[config.mk]
export PLATFORM = sky130hd
export DESIGN_NAME = ats21_issue
export DESIGN_NICKNAME = d
export VERILOG_FILES = /design/src/rtl/ats21_pkg.sv /design/src/rtl/ats21_instr_fifo.sv /design/src/rtl/ats21_issue.sv
export SDC_FILE = /design/constraint.sdc
export NUM_CORES = 1
export LEC_CHECK = 0
export BUFFER_PORTS_ARGS = -buffer_cell sky130_fd_sc_hd__clkbuf_2
export CAP_MARGIN = 20
export CELL_PAD_IN_SITES_DETAIL_PLACEMENT = 1
export CELL_PAD_IN_SITES_GLOBAL_PLACEMENT = 1
export CORE_MARGIN = 3
export CORE_UTILIZATION = 51
export CTS_CLUSTER_DIAMETER = 120
export DETAILED_ROUTE_END_ITERATION = 12
export MAX_ROUTING_LAYER = met4
export PLACE_DENSITY_LB_ADDON = 0.1
export REMOVE_ABC_BUFFERS = 1
export SYNTH_ARGS = -nofsm -noshare
export SYNTH_HDL_FRONTEND = slang
export SYNTH_SLANG_ARGS = --single-unit
[constraint.sdc]
create_clock -name clk -period 5.2 [get_ports clk]
set_clock_uncertainty 0.05 [all_clocks]
set_input_delay 0.26 -clock clk [delete_from_list [all_inputs] [get_ports clk]]
set_output_delay 0.26 -clock clk [all_outputs]
set_load 0.02 [all_outputs]
[src/rtl/ats21_pkg.sv]
// Shared types and constants for the ATS21 instruction issuer.
package ats21_pkg;

    typedef enum logic [2:0] {
        IDLE,
        REQ,
        HI,
        LO,
        GAP1,
        GAP2
    } issue_state_t;

    localparam logic [2:0] OP_NOP       = 3'b000;
    localparam logic [2:0] OP_SET_CLK   = 3'b001;
    localparam logic [2:0] OP_EN_CLK    = 3'b010;
    localparam logic [2:0] OP_MODE      = 3'b011;
    localparam logic [2:0] OP_SET_ALARM = 3'b101;
    localparam logic [2:0] OP_SET_TIMER = 3'b110;
    localparam logic [2:0] OP_EN_ALARM  = 3'b111;

    localparam logic [31:0] NOP_INSTR = 32'h0000_0000;

endpackage

[src/rtl/ats21_instr_fifo.sv]
// Single-clock 32-bit instruction FIFO; head is visible on dout while not empty.
module ats21_instr_fifo
    import ats21_pkg::*;
#(
    parameter int unsigned DEPTH = 4
) (
    input  logic        clk,
    input  logic        reset,
    input  logic        push,
    input  logic        pop,
    input  logic [31:0] din,
    output logic [31:0] dout,
    output logic        full,
    output logic        empty
);

    localparam int unsigned AW = (DEPTH > 1) ? $clog2(DEPTH) : 1;
    localparam logic [AW:0] FULL_CNT = DEPTH[AW:0];

    logic [31:0]   mem [DEPTH];
    logic [AW-1:0] wr_ptr;
    logic [AW-1:0] rd_ptr;
    logic [AW:0]   count;
    logic          do_push;
    logic          do_pop;

    assign full    = (count == FULL_CNT);
    assign empty   = (count == '0);
    // A full FIFO refuses pushes even when a pop frees a slot on the same edge.
    assign do_push = push && !full;
    assign do_pop  = pop && !empty;
    assign dout    = mem[rd_ptr];

    always_ff @(posedge clk) begin
        if (do_push) begin
            mem[wr_ptr] <= din;
        end
    end

    always_ff @(posedge clk or posedge reset) begin
        if (reset) begin
            wr_ptr <= '0;
            rd_ptr <= '0;
            count  <= '0;
        end else begin
            if (do_push) begin
                wr_ptr <= wr_ptr + 1'b1;
            end
            if (do_pop) begin
                rd_ptr <= rd_ptr + 1'b1;
            end
            case ({do_push, do_pop})
                2'b10:   count <= count + 1'b1;
                2'b01:   count <= count - 1'b1;
                default: count <= count;
            endcase
        end
    end

endmodule

[src/rtl/ats21_issue.sv]
// Serialises instructions from clients A and B onto the ATS21 command port,
// one shared slot (req, high half, low half, two-cycle gap) at a time.
module ats21_issue
    import ats21_pkg::*;
#(
    parameter int unsigned FIFO_DEPTH = 4
) (
    input  logic        clk,
    input  logic        reset,
    input  logic        a_valid,
    input  logic [31:0] a_instr,
    output logic        a_ready,
    input  logic        b_valid,
    input  logic [31:0] b_instr,
    output logic        b_ready,
    input  logic        ats_ready,
    output logic        req,
    output logic [15:0] ctrlA,
    output logic [15:0] ctrlB,
    output logic        busy,
    output logic [15:0] slot_cnt
);

    issue_state_t state;
    issue_state_t state_next;

    logic [31:0] a_dout;
    logic [31:0] b_dout;
    logic        a_full;
    logic        b_full;
    logic        a_empty;
    logic        b_empty;
    logic        start;
    logic [31:0] hold_a;
    logic [31:0] hold_b;
    logic        req_q;
    logic [15:0] ctrl_a_q;
    logic [15:0] ctrl_b_q;
    logic [15:0] slot_cnt_q;

    assign start = (state == IDLE) && ats_ready && (!a_empty || !b_empty);

    ats21_instr_fifo #(.DEPTH(FIFO_DEPTH)) u_fifo_a (
        .clk   (clk),
        .reset (reset),
        .push  (a_valid),
        .pop   (start),
        .din   (a_instr),
        .dout  (a_dout),
        .full  (a_full),
        .empty (a_empty)
    );

    ats21_instr_fifo #(.DEPTH(FIFO_DEPTH)) u_fifo_b (
        .clk   (clk),
        .reset (reset),
        .push  (b_valid),
        .pop   (start),
        .din   (b_instr),
        .dout  (b_dout),
        .full  (b_full),
        .empty (b_empty)
    );

    always_comb begin
        state_next = state;
        case (state)
            IDLE:    state_next = start ? REQ : IDLE;
            REQ:     state_next = HI;
            HI:      state_next = LO;
            LO:      state_next = GAP1;
            GAP1:    state_next = GAP2;
            GAP2:    state_next = IDLE;
            default: state_next = IDLE;
        endcase
    end

    // Outputs are registered from the next state so they line up with the state register.
    always_ff @(posedge clk or posedge reset) begin
        if (reset) begin
            state      <= IDLE;
            hold_a     <= NOP_INSTR;
            hold_b     <= NOP_INSTR;
            req_q      <= 1'b0;
            ctrl_a_q   <= '0;
            ctrl_b_q   <= '0;
            slot_cnt_q <= '0;
        end else begin
            state <= state_next;
            if (start) begin
                hold_a     <= a_empty ? NOP_INSTR : a_dout;
                hold_b     <= b_empty ? NOP_INSTR : b_dout;
                slot_cnt_q <= slot_cnt_q + 16'd1;
            end
            req_q <= (state_next == REQ);
            case (state_next)
                HI: begin
                    ctrl_a_q <= hold_a[31:16];
                    ctrl_b_q <= hold_b[31:16];
                end
                LO: begin
                    ctrl_a_q <= hold_a[15:0];
                    ctrl_b_q <= hold_b[15:0];
                end
                default: begin
                    ctrl_a_q <= '0;
                    ctrl_b_q <= '0;
                end
            endcase
        end
    end

    assign a_ready  = !a_full;
    assign b_ready  = !b_full;
    assign req      = req_q;
    assign ctrlA    = ctrl_a_q;
    assign ctrlB    = ctrl_b_q;
    assign busy     = (state != IDLE);
    assign slot_cnt = slot_cnt_q;

endmodule

==> flow_summary.json <==
{
  "status": "finished, final reports clean",
  "residual_drc_count": 0,
  "grt_pass1_wl_um": 48600,
  "full_die_area_sq_mm": 0.0300,
  "drt-wirelength-per-cell_um": 23.1,
  "routed-wl-met3_um": 993,
  "cp-end-kind": "flop",
  "detailedRoute.firstPassIterationCount": 5,
  "critical-path-slowest-cell": "nor2_4",
  "final_period_demand_of_the_worst_path_ps": 3330,
  "power.density_mw_per_mm2": 584,
  "routed_via_density": 5.70,
  "io_pins": 121,
  "synth.avg_cell_area_sq_um": 20.4,
  "layout-drive-gt1-share_pct": 29.7,
  "preCtsSetupSlack_ps": 1840,
  "wl_met1_um": 13200,
  "rsz0062_at_grt": "false",
  "cts.htree.levels": 2,
  "cp.buffers_inverters": 1,
  "power.ir.vdd_worst_uv": 351,
  "gate_family_responsible_for_the_most_delay_along_the_worst_path": "simple AND/OR/NAND/NOR gates",
  "cts_tree": "built",
  "cts.sinks": 386,
  "synth.distinct_cells": 34,
  "setup-tns-final_ps": 0,
  "gp_congestion": 0.763,
  "whs_ps": 119,
  "antenna_found_initial": 0,
  "std_cell_rows": 60,
  "critPathRequiredTime_ps": 5600,
  "yosys-mux-area-fraction_pct": 10.4,
  "synth_compound_area_share_pct": 6.12,
  "area_growth_syn_to_layout_pct": 20.4,
  "cts-buffers-inserted": 41,
  "worstRegToRegCells": 8,
  "max_slew.worst_pin.slew_ps": 1140,
  "crit_path_cell_trace": "or4b_1 > nor2_4 > ha_1 > inv_1 > fa_1 > xor2_1 > nor2_1 > xor2_1",
  "worst_hold_path_type": "primary input to flop",
  "design.final.nets": 978,
  "synth_simple_gate_area_share_pct": 2.05,
  "synth_area_sq_mm": 0.0143,
  "drt.antenna.violating_nets": 0,
  "syn_inst": 700,
  "layout.cells.most_common": "edfxtp_1",
  "multi_input_comb_area_sq_mm": 0.00310,
  "initial_utilization_pct": 52.4,
  "clockBufferDepth": 3,
  "synth_xor_area_share_pct": 1.72,
  "synth_top_family_by_area": "multiplexers",
  "timing.critical_path.depth": 8,
  "core-area_sq_mm": 0.0272,
  "post-dp-hpwl_um": 16800,
  "yosys_register_bits": 386,
  "min_period_over_period_pct": 64.0,
  "cts_setup_buffers": 0,
  "grt_pass1_vias": 8382,
  "path_max_fanout": 35,
  "top_layer_used": "met4",
  "fin_total_pwr_mw": 10.0,
  "timing_max_transition_violations_final": 0,
  "yosysWarningCount": 0,
  "cts_root_buf": "clkbuf_16",
  "static-leakage-power_nw": 6.61,
  "postRouteWirelength_um": 30100,
  "routed-via-count": 7412,
  "hold_path_depth": 3,
  "maximum_cell_stage_delay_along_the_critical_path_ps": 820,
  "final-hold-violation-count": 0,
  "seqCellArea_sq_mm": 0.0109,
  "max_freq_ghz": 0.301,
  "path_clk_slew_ps": 60,
  "die-height_um": 173,
  "yosys.area_share.adder_pct": 1.25,
  "critical_path.startpoint_type": "flop",
  "postLayoutSetupSlackWorst_ps": 1870,
  "final_cell_mix": "edfxtp_1 (256), dfrtp_1 (127), clkbuf_2 (120)",
  "timing.max_slew.rel_slack_pct": 23.9,
  "all_layer_global_routing_usage_pct": 21.3,
  "grt-ovfl-total": 0,
  "drt_iter0_markers": 512,
  "io_buffers": 120,
  "timing.critical_path.mode_cell": "xor2_1",
  "final_core_utilization_pct": 63.1,
  "clk_latency_ps": 530,
  "die_w_um": 173,
  "worstPathArrival_ps": 3730,
  "grt_max_degree": 87,
  "met2RoutedLength_um": 15400,
  "antenna_cells_inserted": 0,
  "maxCapViolCount": 0,
  "report.final.setup_viol": 0,
  "layout.filler_cells": 2348,
  "critical_setup_path_class": "flop to flop",
  "synth-seq-area-share_pct": 76.8
}
==> cells in the mapped netlist <==
| master | count | area, sq um |
|---|---|---|
| a21o_1 | 1 | 7.51 |
| inv_1 | 13 | 48.8 |
| and3_1 | 11 | 68.8 |
| mux4_2 | 64 | 1440 |
| nor2_1 | 3 | 11.3 |
| and2_1 | 3 | 18.8 |
| nor3_1 | 2 | 10.0 |
| fa_1 | 2 | 40.0 |
| nand2b_1 | 1 | 6.26 |
| dfrtp_1 | 130 | 3250 |
| a211oi_2 | 1 | 12.5 |
| clkbuf_1 | 23 | 86.3 |
| mux2i_1 | 2 | 20.0 |
| o22ai_1 | 1 | 6.26 |
| o21ai_0 | 1 | 5.00 |
| xnor2_1 | 20 | 175 |
| inv_2 | 1 | 3.75 |
| nor3b_1 | 2 | 15.0 |
| or2_2 | 1 | 6.26 |
| xor2_1 | 8 | 70.1 |
| edfxtp_1 | 256 | 7690 |
| or4b_1 | 1 | 10.0 |
| or3_1 | 1 | 6.26 |
| and4_1 | 2 | 17.5 |
| nand4_1 | 7 | 43.8 |
| buf_6 | 4 | 45.0 |
| nand2_1 | 8 | 30.0 |
| buf_1 | 7 | 26.3 |
| buf_2 | 6 | 30.0 |
| a22o_1 | 96 | 841 |
| nor2_2 | 2 | 12.5 |
| mux2_2 | 2 | 22.5 |
| nand3_1 | 7 | 35.0 |
| ha_1 | 11 | 138 |
==> logic make-up (layout without fill, tap and decap cells) <==
logic type               count (synthesis)  in the layout
flip-flops                             386            386
AO/OA/AOI/OAI                          100            100
multiplexers                            68             68
buffers and inverters                   54            283
AND/OR/NAND/NOR                         51             51
XOR/XNOR                                28             28
adder cells (fa/ha/maj)                 13             13
==> worst paths after layout <==
path | from | slack [ps] | to
max in group asynchronous | reset | 3560 | u_fifo_b.rd_ptr[0]
min reg2reg | slot_cnt[15] | 440 | slot_cnt[15]
max | state[0] | 1870 | u_fifo_a.count[2]
max reg2reg | state[0] | 1870 | u_fifo_a.count[2]
min | b_valid | 120 | u_fifo_b.wr_ptr[0]
min in group asynchronous | reset | 410 | ctrlA[0]
==> worst reg2reg max path: stages, from the launching register on <==
cell	delay [ps]
dfrtp_1	460
or4b_1	720
nor2_4	820
ha_1	330
inv_1	70
fa_1	380
xor2_1	150
nor2_1	130
xor2_1	150
==> flip-flops by register name, indices dropped and copies added (netlist names) <==
| signal | cells |
|---|---|
| u_fifo_a.mem | 128 |
| u_fifo_b.mem | 128 |
| hold_a | 32 |
| hold_b | 32 |
| ctrlA | 16 |
| ctrlB | 16 |
| slot_cnt | 16 |
| state | 3 |
| u_fifo_a.count | 3 |
| u_fifo_b.count | 3 |
| u_fifo_a.rd_ptr | 2 |
| u_fifo_a.wr_ptr | 2 |
| u_fifo_b.rd_ptr | 2 |
| u_fifo_b.wr_ptr | 2 |
| req | 1 |
==> layer usage <==
layer  vias up  track usage [%]
met2       169             35.6
met3        53             3.18
met4         0             4.83
met5         -                -
li1       3192                -
met1      3998             28.2
==> power breakdown <==
| group | internal (mW) | switching (mW) |
|---|---|---|
| registers | 4.18 | 0.518 |
| clock network | 1.59 | 1.15 |
| logic | 1.19 | 1.39 |
| total | 6.96 | 3.06 |
==> cell type report <==
type | instances | area share [%]
clock buffers | 52 | 6.58
clock inverters | 24 | 0.875
inverters | 14 | 0.335
multi-input cells | 260 | 18.1
flip-flops and latches | 386 | 63.8
well taps | 372 | 2.71
repair buffers | 193 | 7.64
==> per-stage QoR <==
| stage | std cells | cell area (sq um) |
|---|---|---|
| final | 1301 | 17200 |
| after detailed placement | 1160 | 15200 |
| after global placement | 1160 | 15200 |
| after floorplan | 660 | 14100 |
| after global routing | 1301 | 17200 |
| after CTS | 1301 | 17200 |
==> timing repair <==
item                                   4_1_cts  5_1_grt
gates resized for setup                      0        0
endpoints found under the hold margin      341        0
hold buffers                                65        0
(Power assumes the default switching activity.)
